## src/rtl/serial_adder_pkg.sv

```systemverilog
// serial_adder_pkg: shared FSM encoding and default width for the bit-serial adder
package serial_adder_pkg;
  localparam int DEFAULT_WIDTH = 8;
  localparam logic [1:0] S_IDLE  = 2'd0;
  localparam logic [1:0] S_SHIFT = 2'd1;
  localparam logic [1:0] S_DONE  = 2'd2;
endpackage

```

## src/rtl/fulladder.sv

```systemverilog
// fulladder: one-bit combinational full adder
// ports: a, b, cin -> sum, carry
module fulladder (
  input  logic a,
  input  logic b,
  input  logic cin,
  output logic sum,
  output logic carry
);
  assign sum   = a ^ b ^ cin;
  assign carry = (a & b) | (cin & (a ^ b));
endmodule

```

## src/rtl/serial_adder_ctrl.sv

```systemverilog
// serial_adder_ctrl: bit-serial adder, one operand bit pair per clock through a single fulladder
// ports: clk, rst_n (async low); start/a/b/cin sampled in IDLE;
//        busy while shifting, done one-cycle pulse, sum/cout held until the next completion
module serial_adder_ctrl
  import serial_adder_pkg::*;
#(
  parameter int WIDTH = DEFAULT_WIDTH
) (
  input  logic             clk,
  input  logic             rst_n,
  input  logic             start,
  input  logic [WIDTH-1:0] a,
  input  logic [WIDTH-1:0] b,
  input  logic             cin,
  output logic             busy,
  output logic             done,
  output logic [WIDTH-1:0] sum,
  output logic             cout
);
  localparam int CW = $clog2(WIDTH + 1);
  logic [1:0] state_q, state_d;
  logic [WIDTH-1:0] opa_q, opa_d, opb_q, opb_d, acc_q, acc_d, sum_q, sum_d, acc_next;
  logic carry_q, carry_d, cout_q, cout_d, done_q, done_d, busy_q, busy_d;
  logic [CW-1:0] cnt_q, cnt_d;
  logic fa_sum, fa_carry, last;
  fulladder u_fa (
    .a     (opa_q[0]),
    .b     (opb_q[0]),
    .cin   (carry_q),
    .sum   (fa_sum),
    .carry (fa_carry)
  );
  // new bit enters at the MSB; written as a shift so WIDTH==1 needs no empty slice
  assign acc_next = WIDTH'({fa_sum, acc_q} >> 1);
  assign last     = cnt_q == CW'(WIDTH - 1);
  always_comb begin
    state_d = state_q;
    opa_d   = opa_q;
    opb_d   = opb_q;
    acc_d   = acc_q;
    carry_d = carry_q;
    cnt_d   = cnt_q;
    sum_d   = sum_q;
    cout_d  = cout_q;
    done_d  = 1'b0;
    if (state_q == S_IDLE) begin
      if (start) begin
        state_d = S_SHIFT;
        opa_d   = a;
        opb_d   = b;
        carry_d = cin;
        cnt_d   = '0;
      end
    end else if (state_q == S_SHIFT) begin
      opa_d   = opa_q >> 1;
      opb_d   = opb_q >> 1;
      acc_d   = acc_next;
      carry_d = fa_carry;
      cnt_d   = cnt_q + CW'(1);
      if (last) begin
        state_d = S_DONE;
        sum_d   = acc_next;
        cout_d  = fa_carry;
        done_d  = 1'b1;
      end
    end else begin
      state_d = S_IDLE;
    end
    busy_d = state_d == S_SHIFT;
  end
  always_ff @(posedge clk or negedge rst_n) begin
    if (!rst_n) begin
      state_q <= S_IDLE;
      opa_q   <= '0;
      opb_q   <= '0;
      acc_q   <= '0;
      carry_q <= 1'b0;
      cnt_q   <= '0;
      sum_q   <= '0;
      cout_q  <= 1'b0;
      done_q  <= 1'b0;
      busy_q  <= 1'b0;
    end else begin
      state_q <= state_d;
      opa_q   <= opa_d;
      opb_q   <= opb_d;
      acc_q   <= acc_d;
      carry_q <= carry_d;
      cnt_q   <= cnt_d;
      sum_q   <= sum_d;
      cout_q  <= cout_d;
      done_q  <= done_d;
      busy_q  <= busy_d;
    end
  end
  assign busy = busy_q;
  assign done = done_q;
  assign sum  = sum_q;
  assign cout = cout_q;
endmodule
```

## config.mk

```make
export PLATFORM = sky130hd
export DESIGN_NAME = serial_adder_ctrl
export DESIGN_NICKNAME = d
export VERILOG_FILES = /design/src/rtl/serial_adder_pkg.sv /design/src/rtl/fulladder.sv /design/src/rtl/serial_adder_ctrl.sv
export SDC_FILE = /design/constraint.sdc
export NUM_CORES = 1
export LEC_CHECK = 0
export BUFFER_PORTS_ARGS = -buffer_cell sky130_fd_sc_hd__buf_4
export CORE_ASPECT_RATIO = 1.1
export CORE_UTILIZATION = 40
export DETAILED_ROUTE_END_ITERATION = 8
export PLACE_DENSITY = 0.74
export SLEW_MARGIN = 20
export SYNTH_ARGS = -nofsm -noshare
export SYNTH_HDL_FRONTEND = slang
export SYNTH_SLANG_ARGS = --single-unit
```

## constraint.sdc

```tcl
create_clock -name clk -period 1.32 [get_ports clk]
set_input_delay 0.264 -clock clk [delete_from_list [all_inputs] [get_ports clk]]
set_output_delay 0.264 -clock clk [all_outputs]
set_load 0.005 [all_outputs]
```

======== After elaboration in Yosys (flattened, before gate mapping) ========
Cells that the tools add are included.
storage, ports and cells
  register bits after elaboration ......... 42
  logic and storage cells ................. 45
cells by class
  add/subtract/negate cells ............... 1
  eq/ne operators ......................... 4
  mux-type cells .......................... 19
  bitwise logic cells ..................... 6
  reduce and logical (&&, ||, !) cells .... 5
operator list
  operator                                              number
  two-way mux 8 bit                                     6
  two-way mux 4 bit                                     3
  two-way mux 2 bit                                     4
  two-way mux 1 bit                                     6
  adder 4 x 1 -> 4 bit (second input constant)          1
  equality test 2 x 1 -> 1 bit (second input constant)  2
  equality test 4 x 3 -> 1 bit (second input constant)  1
  AND reduction 2 bit                                   2
  AND reduction 3 bit                                   1
  AND 1 bit                                             2
  logical NOT 2 bit                                     1
  != test 2 bit (second input constant)                 1
  nonzero test 2 bit                                    1
  XOR 1 bit                                             2
  inverter 1 bit                                        1
  bitwise OR 1 bit                                      1

======== Longest topological paths before layout ========
Gate-level depths: netlist of run 1.
  word-level depth ........................ 5
  depth in mapped cells ................... 5
  mapped depth without buffers ............ 4

======== Hierarchy ========
From an unflattened synthesis of run 1, not the netlist that was laid out.
unflattened totals
  cells, all modules ...................... 140
  area total of the unflattened synthesis .. 1,735.4 µm²
modules (own cells, without submodules)
  module             times used  cells an instance  area an instance (µm²)  sequential area each (µm²)
  serial_adder_ctrl  1           139                1,715.4                 1,026.0
  fulladder          1           1                  20.0                    0.0

======== Worst setup path before layout of run 1 ========
OpenSTA, ideal clock, no wires.
  kind .................................... reg2reg
  from .................................... register cnt_q[0]
  to ...................................... register cout_q (netlist: cout)
  arrival ................................. 1.321 ns
  path slack .............................. -0.126 ns
  cell stages (with the launch flop) ...... 5
  buffers on the path ..................... 0
  path through ............................ dfrtp_1 -> ha_1 -> nand4b_1 -> nor2_4 -> mux2_2
between the ends
  cells in the longest elaborated chain, start to end .. 2
ends and longest elaborated chain
  item                           RTL line                 RTL
  start, declared                serial_adder_ctrl.sv:24  logic [CW-1:0] cnt_q, cnt_d;
  start signal, assigned         serial_adder_ctrl.sv:89  cnt_q <= cnt_d;
  equality test 4 x 3 -> 1 bit   serial_adder_ctrl.sv:35  assign last = cnt_q == CW'(WIDTH - 1);
  AND reduction 3 bit (no line)  n/a
  end signal, assigned           serial_adder_ctrl.sv:91  cout_q <= cout_d;
  end, declared                  serial_adder_ctrl.sv:23  logic carry_q, carry_d, cout_q, cout_d, done_q, done_d, busy_q, busy_d;
No other way between the ends.
A chain may end at the register's enable or synchronous reset.

======== Worst setup path in the final report of run 1 ========
  from .................................... register cnt_q[1]
  to ...................................... register sum_q[0] (netlist: sum[0])
between the ends
  cells in the longest elaborated chain, start to end .. 2
ends and longest elaborated chain
  item                           RTL line                 RTL
  equality test 4 x 3 -> 1 bit   serial_adder_ctrl.sv:35
  AND reduction 3 bit (no line)  n/a
  end signal, assigned           serial_adder_ctrl.sv:90  sum_q <= sum_d;
  end, declared                  serial_adder_ctrl.sv:22  logic [WIDTH-1:0] opa_q, opa_d, opb_q, opb_d, acc_q, acc_d, sum_q, sum_d, acc_next;
No other way between the ends.

==> results.sh, run 1 <==
export IMPL_rr_startpoint="cnt_q[1]"
export IMPL_ctsRootBufferMaster="clkbuf_8"
export IMPL_skew_ps=2.47
export IMPL_max_freq_mhz=661
export IMPL_crit_family="flip-flops"
export IMPL_hold_slack_ps=263
export IMPL_pwr_share_seq=0.407
export IMPL_drt_pass1_iterations=4
export IMPL_ys_ff_latch=41
export IMPL_worstHoldPathType="in2reg"
export IMPL_fin_nets=208
export IMPL_p_sw_frac=0.314
export IMPL_r2r_cells=5
export IMPL_hold_viol_final=0
export IMPL_syn_num_nets=162
export IMPL_whs_path_depth=3
export IMPL_yosys_cell_types_count=23
export IMPL_fin_total_pwr_mw=5.25
export IMPL_synth_cells=140
export IMPL_placed_cell_area_um2=2100
export IMPL_die_w_um=64.8
export IMPL_p_comb_frac=0.429
export IMPL_pre_cts_ws_ps=-290
export IMPL_fin_cells=239
export IMPL_power_switching_mw=1.65
export IMPL_slew_headroom=0.661
export IMPL_end_kind="flop"
export IMPL_tightest_slew_ps=508
export IMPL_start_util=0.428
export IMPL_dp_cells=226
export IMPL_critPathMaxStageDelay_ps=370
export IMPL_cts_tree="yes"
export IMPL_crit_chain="ha_2 > nand4b_1 > nor2_4 > buf_12 > mux2_2"
export IMPL_ir_drop_mv=1.12
export IMPL_period_minus_slack_ps=1510
export IMPL_gp_congestion=0.690
export IMPL_intPower_mw=3.60
export IMPL_routedWlPerCell_um=13.7
export IMPL_maxCapViolations=0
export IMPL_grt_ovfl_total=0
export IMPL_numCtsBuffers=5
export IMPL_grt_start_max_net_pins=42
export IMPL_holdPathEnd="opb_q[7]"
export IMPL_crit_arrival_ps=1680
export IMPL_start_kind="flop"
export IMPL_drt_iter0_markers=39
export IMPL_fin_util=0.563
export IMPL_p_leak_nw=1.02
export IMPL_clkSlewWorstSetupHoldPaths_ps=70
export IMPL_clk_path_buf_depth=2
export IMPL_rsz0062_at_grt="true"
export IMPL_r2r_setup_slack_ps=-190
export IMPL_finalWorstSetupSlack_ps=-194
export IMPL_chipHeight_um=71.1
export IMPL_clk_latency_ps=280
export IMPL_vias=1173
export IMPL_htreeDepth=2
export IMPL_syn_area_um2=1730
export IMPL_drc=0
export IMPL_antenna_cells=0
export IMPL_syn_area_per_cell_um2=12.4
export IMPL_final_setup_tns_ps=-1650
export IMPL_grt_total_usage=0.156
export IMPL_grt_pass1_wl_um=5530
export IMPL_routed_wl_um=3280
export IMPL_yosysSeqAreaShare=0.592
export IMPL_grt_pass1_vias=1274
export IMPL_yosys_warnings=0
export IMPL_placement_io_buffers=30
export IMPL_drv_slew=0
export IMPL_cp_max_fo=10
export IMPL_drive_above_1_share=0.396
export IMPL_hp_start="b[7]"
export IMPL_fp_row_count=24
export IMPL_violations="setup timing"
export IMPL_worst_setup_path_type="reg2reg"
export IMPL_cp_slowest_cell="dfrtp_1"
export IMPL_drt_vias_per_instance=4.91
export IMPL_dieArea_um2=4600
export IMPL_final_antenna_net_count=0
export IMPL_crit_buf_inv=1
export IMPL_syn2layout_area_growth_pct=31.6
export IMPL_setup_viol=9
export IMPL_fin_crit_sh=1.15
export IMPL_coreArea_um2=4050
export IMPL_cts_sinks=41
export IMPL_outcome="complete, but fails checks"
export IMPL_hpwl_um=2330
export IMPL_powerDensity_nw_per_um2=2300
export IMPL_pwr_share_clk=0.164
export IMPL_stdcell_area_um2=2280
export IMPL_timing_rr_end="sum[0]"
export IMPL_io_pins=31
export IMPL_required_ps=1490
export IMPL_grt_antenna_before_repair=0
## cells in the final DEF, fill, tap and decap left out, types with 2 or more instances in the layout
cell type / Yosys / layout
a21oi_1: 2 / 2
buf_12: 0 / 4
buf_4: 0 / 40
clkbuf_8: 0 / 7
dfrtp_1: 41 / 40
inv_1: 2 / 2
mux2_2: 16 / 15
mux2i_1: 15 / 15
nand2_1: 19 / 19
nor2_1: 2 / 2
nor2_4: 1 / 2
nor2b_1: 5 / 5
o21ai_0: 19 / 18
## worst min-delay path: cells and delay by family
| kind | cells | cell delay (ps) |
|---|---|---|
| AO/OA/AOI/OAI | 2 | 170 |
| buffers and inverters | 1 | 70 |
## Yosys cell counts
library cell | number | area, µm²
dfrtp_1 | 41 | 1030
nand2_1 | 19 | 71.3
o21ai_0 | 19 | 95.1
mux2_2 | 16 | 180
mux2i_1 | 15 | 150
nor2b_1 | 5 | 31.3
a21oi_1 | 2 | 10.0
buf_2 | 2 | 10.0
buf_6 | 2 | 22.5
clkbuf_1 | 2 | 7.51
inv_1 | 2 | 7.51
nand2b_1 | 2 | 12.5
nor2_1 | 2 | 7.51
o21bai_1 | 2 | 15.0
a221o_1 | 1 | 10.0
fa_1 | 1 | 20.0
ha_1 | 1 | 12.5
nand3_1 | 1 | 5.00
nand4b_1 | 1 | 8.76
nor2_2 | 1 | 6.26
nor2_4 | 1 | 11.3
nor3_1 | 1 | 5.00
o2bb2ai_1 | 1 | 8.76
## area by class of cell
| type | count | area, µm² |
|---|---|---|
| Fill cell | 345 | 1770 |
| Sequential cell | 41 | 1030 |
| Multi-Input combinational cell | 91 | 691 |
| Timing Repair Buffer | 45 | 390 |
| Clock buffer | 7 | 96.3 |
| Tap cell | 52 | 65.1 |
| Inverter | 2 | 7.51 |
| Clock inverter | 1 | 5.00 |
## power by group through the flow
stage | registers (mW) | clock network, mW | logic [mW]
after floorplan | 2.10 | 0 | 1.23
after global placement | 2.12 | 0 | 1.96
after detailed placement | 2.16 | 0 | 2.08
after CTS | 2.14 | 0.888 | 2.19
after global routing | 2.20 | 0.950 | 2.48
final | 2.14 | 0.862 | 2.25
## logic make-up after synthesis
family                     after synthesis  share of synthesized area
adders and majority gates                2                     0.0188
AOI/OAI and AO/OA                       25                     0.0801
and+or+nand+nor                         33                     0.0916
muxes                                   31                      0.190
buffers and inverters                    8                     0.0274
DFF                                     41                      0.592
## timing repair
action,4_1_cts,5_1_grt
buffers inserted,3,1
pin swaps,2,2
resized for setup,2,5
endpoints found under the setup margin,10,25
cloned,0,0
hold endpoints to repair,41,0
hold buffers,1,0
## registers in the layout (all words and copies together), names as in the netlist
| signal | count |
|---|---|
| acc_q | 7 |
| cout | 1 |
| busy | 1 |
| done | 1 |
| state_q | 2 |
| sum | 8 |
| cnt_q | 4 |
| carry_q | 1 |
| opa_q | 8 |
| opb_q | 8 |
## routing by layer
layer | vias to the layer above | routed length (µm) | track usage | share of wire
met2 | 25 | 1700 | 0.272 | 0.52
met1 | 579 | 1420 | 0.187 | 0.43
met4 | 0 | 0 | 0.0593 | 0
li1 | 569 | - | - | -
met3 | 0 | 151 | 0.0323 | 0.046
met5 | - | 0 | 0 | 0
## how the worst max path moves through the flow
stage,from,to,slack (ps),depth (start not counted)
2_1_floorplan,cnt_q[0],cout,-130,4
3_3_place_gp,cnt_q[0],sum[5],-140,4
3_5_place_dp,cnt_q[0],sum[0],-290,4
4_1_cts,cnt_q[0],sum[0],-190,5
5_1_grt,cnt_q[1],sum[6],-280,5
6_report,cnt_q[1],sum[0],-190,5
(Power assumes the default switching activity.)
==> inputs of run 2 (changes only) <==
CTS_BUF_LIST = sky130_fd_sc_hd__clkbuf_2   (was default)
==> run 2 against run 1 <==
Against the previous run:
- the run still ends with setup timing left
- clock skew increased by 4.1 ps
- power decreased by 5.2%
- cell count increased by 0.42%
- fmax decreased by 0.77%
- core utilization decreased by 0.86 points
- hold slack got worse by 110 ps
- cell area decreased by 1.5%
- worst setup slack got worse by 12 ps
- critical path depth unchanged
- wire length increased by 5.3%
- die area unchanged
==> results.sh, run 2 (synthesized netlist as in run 1, its figures left out) <==
export IMPL_crit_family="flip-flops"
export IMPL_dp_cells=226
export IMPL_maxCapViolations=0
export IMPL_cp_slowest_cell="dfrtp_1"
export IMPL_hold_viol_final=0
export IMPL_vias=1199
export IMPL_final_setup_tns_ps=-1760
export IMPL_pwr_share_seq=0.429
export IMPL_pre_cts_ws_ps=-290
export IMPL_p_comb_frac=0.473
export IMPL_ir_drop_mv=1.29
export IMPL_coreArea_um2=4050
export IMPL_rsz0062_at_grt="true"
export IMPL_routedWlPerCell_um=14.4
export IMPL_grt_antenna_before_repair=0
export IMPL_start_util=0.428
export IMPL_drt_iter0_markers=40
export IMPL_grt_pass1_wl_um=5570
export IMPL_die_w_um=64.8
export IMPL_critPathMaxStageDelay_ps=400
export IMPL_hold_slack_ps=157
export IMPL_finalWorstSetupSlack_ps=-205
export IMPL_pwr_share_clk=0.098
export IMPL_fin_cells=240
export IMPL_drt_pass1_iterations=4
export IMPL_p_sw_frac=0.338
export IMPL_slew_headroom=0.666
export IMPL_dieArea_um2=4600
export IMPL_drive_above_1_share=0.394
export IMPL_fin_nets=209
export IMPL_htreeDepth=2
export IMPL_outcome="complete, but fails checks"
export IMPL_antenna_cells=0
export IMPL_skew_ps=6.61
export IMPL_cts_tree="yes"
export IMPL_intPower_mw=3.30
export IMPL_cp_max_fo=10
export IMPL_tightest_slew_ps=501
export IMPL_end_kind="flop"
export IMPL_ctsRootBufferMaster="clkbuf_2"
export IMPL_layout_common_cells="40 x dfrtp_1, 39 x buf_4, 19 x nand2_1, 16 x mux2_2"
export IMPL_fin_total_pwr_mw=4.98
export IMPL_grt_start_max_net_pins=42
export IMPL_final_antenna_net_count=0
export IMPL_drc=0
export IMPL_power_switching_mw=1.68
export IMPL_fin_crit_sh=1.16
export IMPL_chipHeight_um=71.1
export IMPL_period_minus_slack_ps=1530
export IMPL_setup_viol=10
export IMPL_worstHoldPathType="in2reg"
export IMPL_routed_wl_um=3450
export IMPL_grt_pass1_vias=1270
export IMPL_clkSlewWorstSetupHoldPaths_ps=180
export IMPL_crit_buf_inv=1
export IMPL_violations="setup timing"
export IMPL_io_pins=31
export IMPL_gp_congestion=0.690
export IMPL_grt_ovfl_total=0
export IMPL_cts_sinks=41
export IMPL_max_freq_mhz=656
export IMPL_hpwl_um=2330
export IMPL_worst_setup_path_type="reg2reg"
export IMPL_grt_total_usage=0.157
export IMPL_drv_slew=0
export IMPL_crit_chain="ha_2 > nand4b_1 > nor2_4 > buf_12 > mux2_2"
export IMPL_start_kind="flop"
export IMPL_numCtsBuffers=5
export IMPL_crit_arrival_ps=1800
export IMPL_syn2layout_area_growth_pct=29.6
export IMPL_clk_latency_ps=370
export IMPL_drt_vias_per_instance=5.00
export IMPL_placement_io_buffers=30
export IMPL_final_common_cell="dfrtp_1"
export IMPL_fp_row_count=24
export IMPL_clk_path_buf_depth=2
export IMPL_powerDensity_nw_per_um2=2220
export IMPL_p_leak_nw=1.00
export IMPL_required_ps=1600
export IMPL_fillers=354
## run 2: changes by cell type in the layout (fill, tap and decap cells not counted), moves of 2 or more
cell,previous run,this run
clkbuf_8,7,0
clkbuf_2,0,5
o21ai_0,18,14
o21ai_1,1,5
clkinv_1,0,2
## run 2: metrics by stage
stage          cell area [µm²]  utilization
3_3_place_gp              2100        0.518
5_1_grt                   2250        0.554
4_1_cts                   2200        0.542
2_1_floorplan             1730            -
3_5_place_dp              2100        0.518
6_report                  2250        0.554
## run 2: final timing paths
check                           cells past startpoint      from          to  slack (ps)
worst max-delay path                                5  cnt_q[0]      sum[5]        -210
worst min-delay path                                3      b[7]    opb_q[7]         160
worst max register to register                      5  cnt_q[0]      sum[5]        -210
worst min register to register                      2  opa_q[6]    opa_q[6]         510
max in group asynchronous                           2     rst_n  state_q[1]         580
min in group asynchronous                           2     rst_n    opa_q[6]         360
## run 2: cell type report
type                    count  area (µm²)  share of cell area
flip-flops and latches     41        1030               0.457
multi-input cells          91         691               0.307
clock inverters             3        12.5             0.00557
inverters                   2        7.51             0.00334
repair buffers             46         419               0.187
clock buffers               5        25.0              0.0111
well taps                  52        65.1              0.0290
## run 2: power groups by stage
| stage | Sequential, mW | Combinational (mW) | Clock [mW] |
|---|---|---|---|
| after global routing | 2.20 | 2.57 | 0.565 |
| after floorplan | 2.10 | 1.23 | 0 |
| after detailed placement | 2.16 | 2.08 | 0 |
| after CTS | 2.13 | 2.21 | 0.506 |
| after global placement | 2.12 | 1.96 | 0 |
| final | 2.13 | 2.36 | 0.489 |
## run 2: tightest hold or removal path: cells and delay by family
family	cells	cell delay, ps
AOI/OAI and AO/OA	2	180
buffers and inverters	1	70
## run 2: metal layers
layer / routed length (µm) / vias to the layer above / GRT usage
met5: 0 / - / 0
met4: 26 / 0 / 0.0420
met3: 168 / 4 / 0.0435
met2: 1810 / 31 / 0.274
met1: 1440 / 587 / 0.189
li1: - / 577 / -
## run 2: repair_timing
item                                   CTS  global route
cloned                                   0             1
setup buffers                            3             1
resized for setup                        3             9
endpoints found under the hold margin   41             0
pin swaps                                2             1
hold buffers                             1             0
setup endpoints to repair               13            25
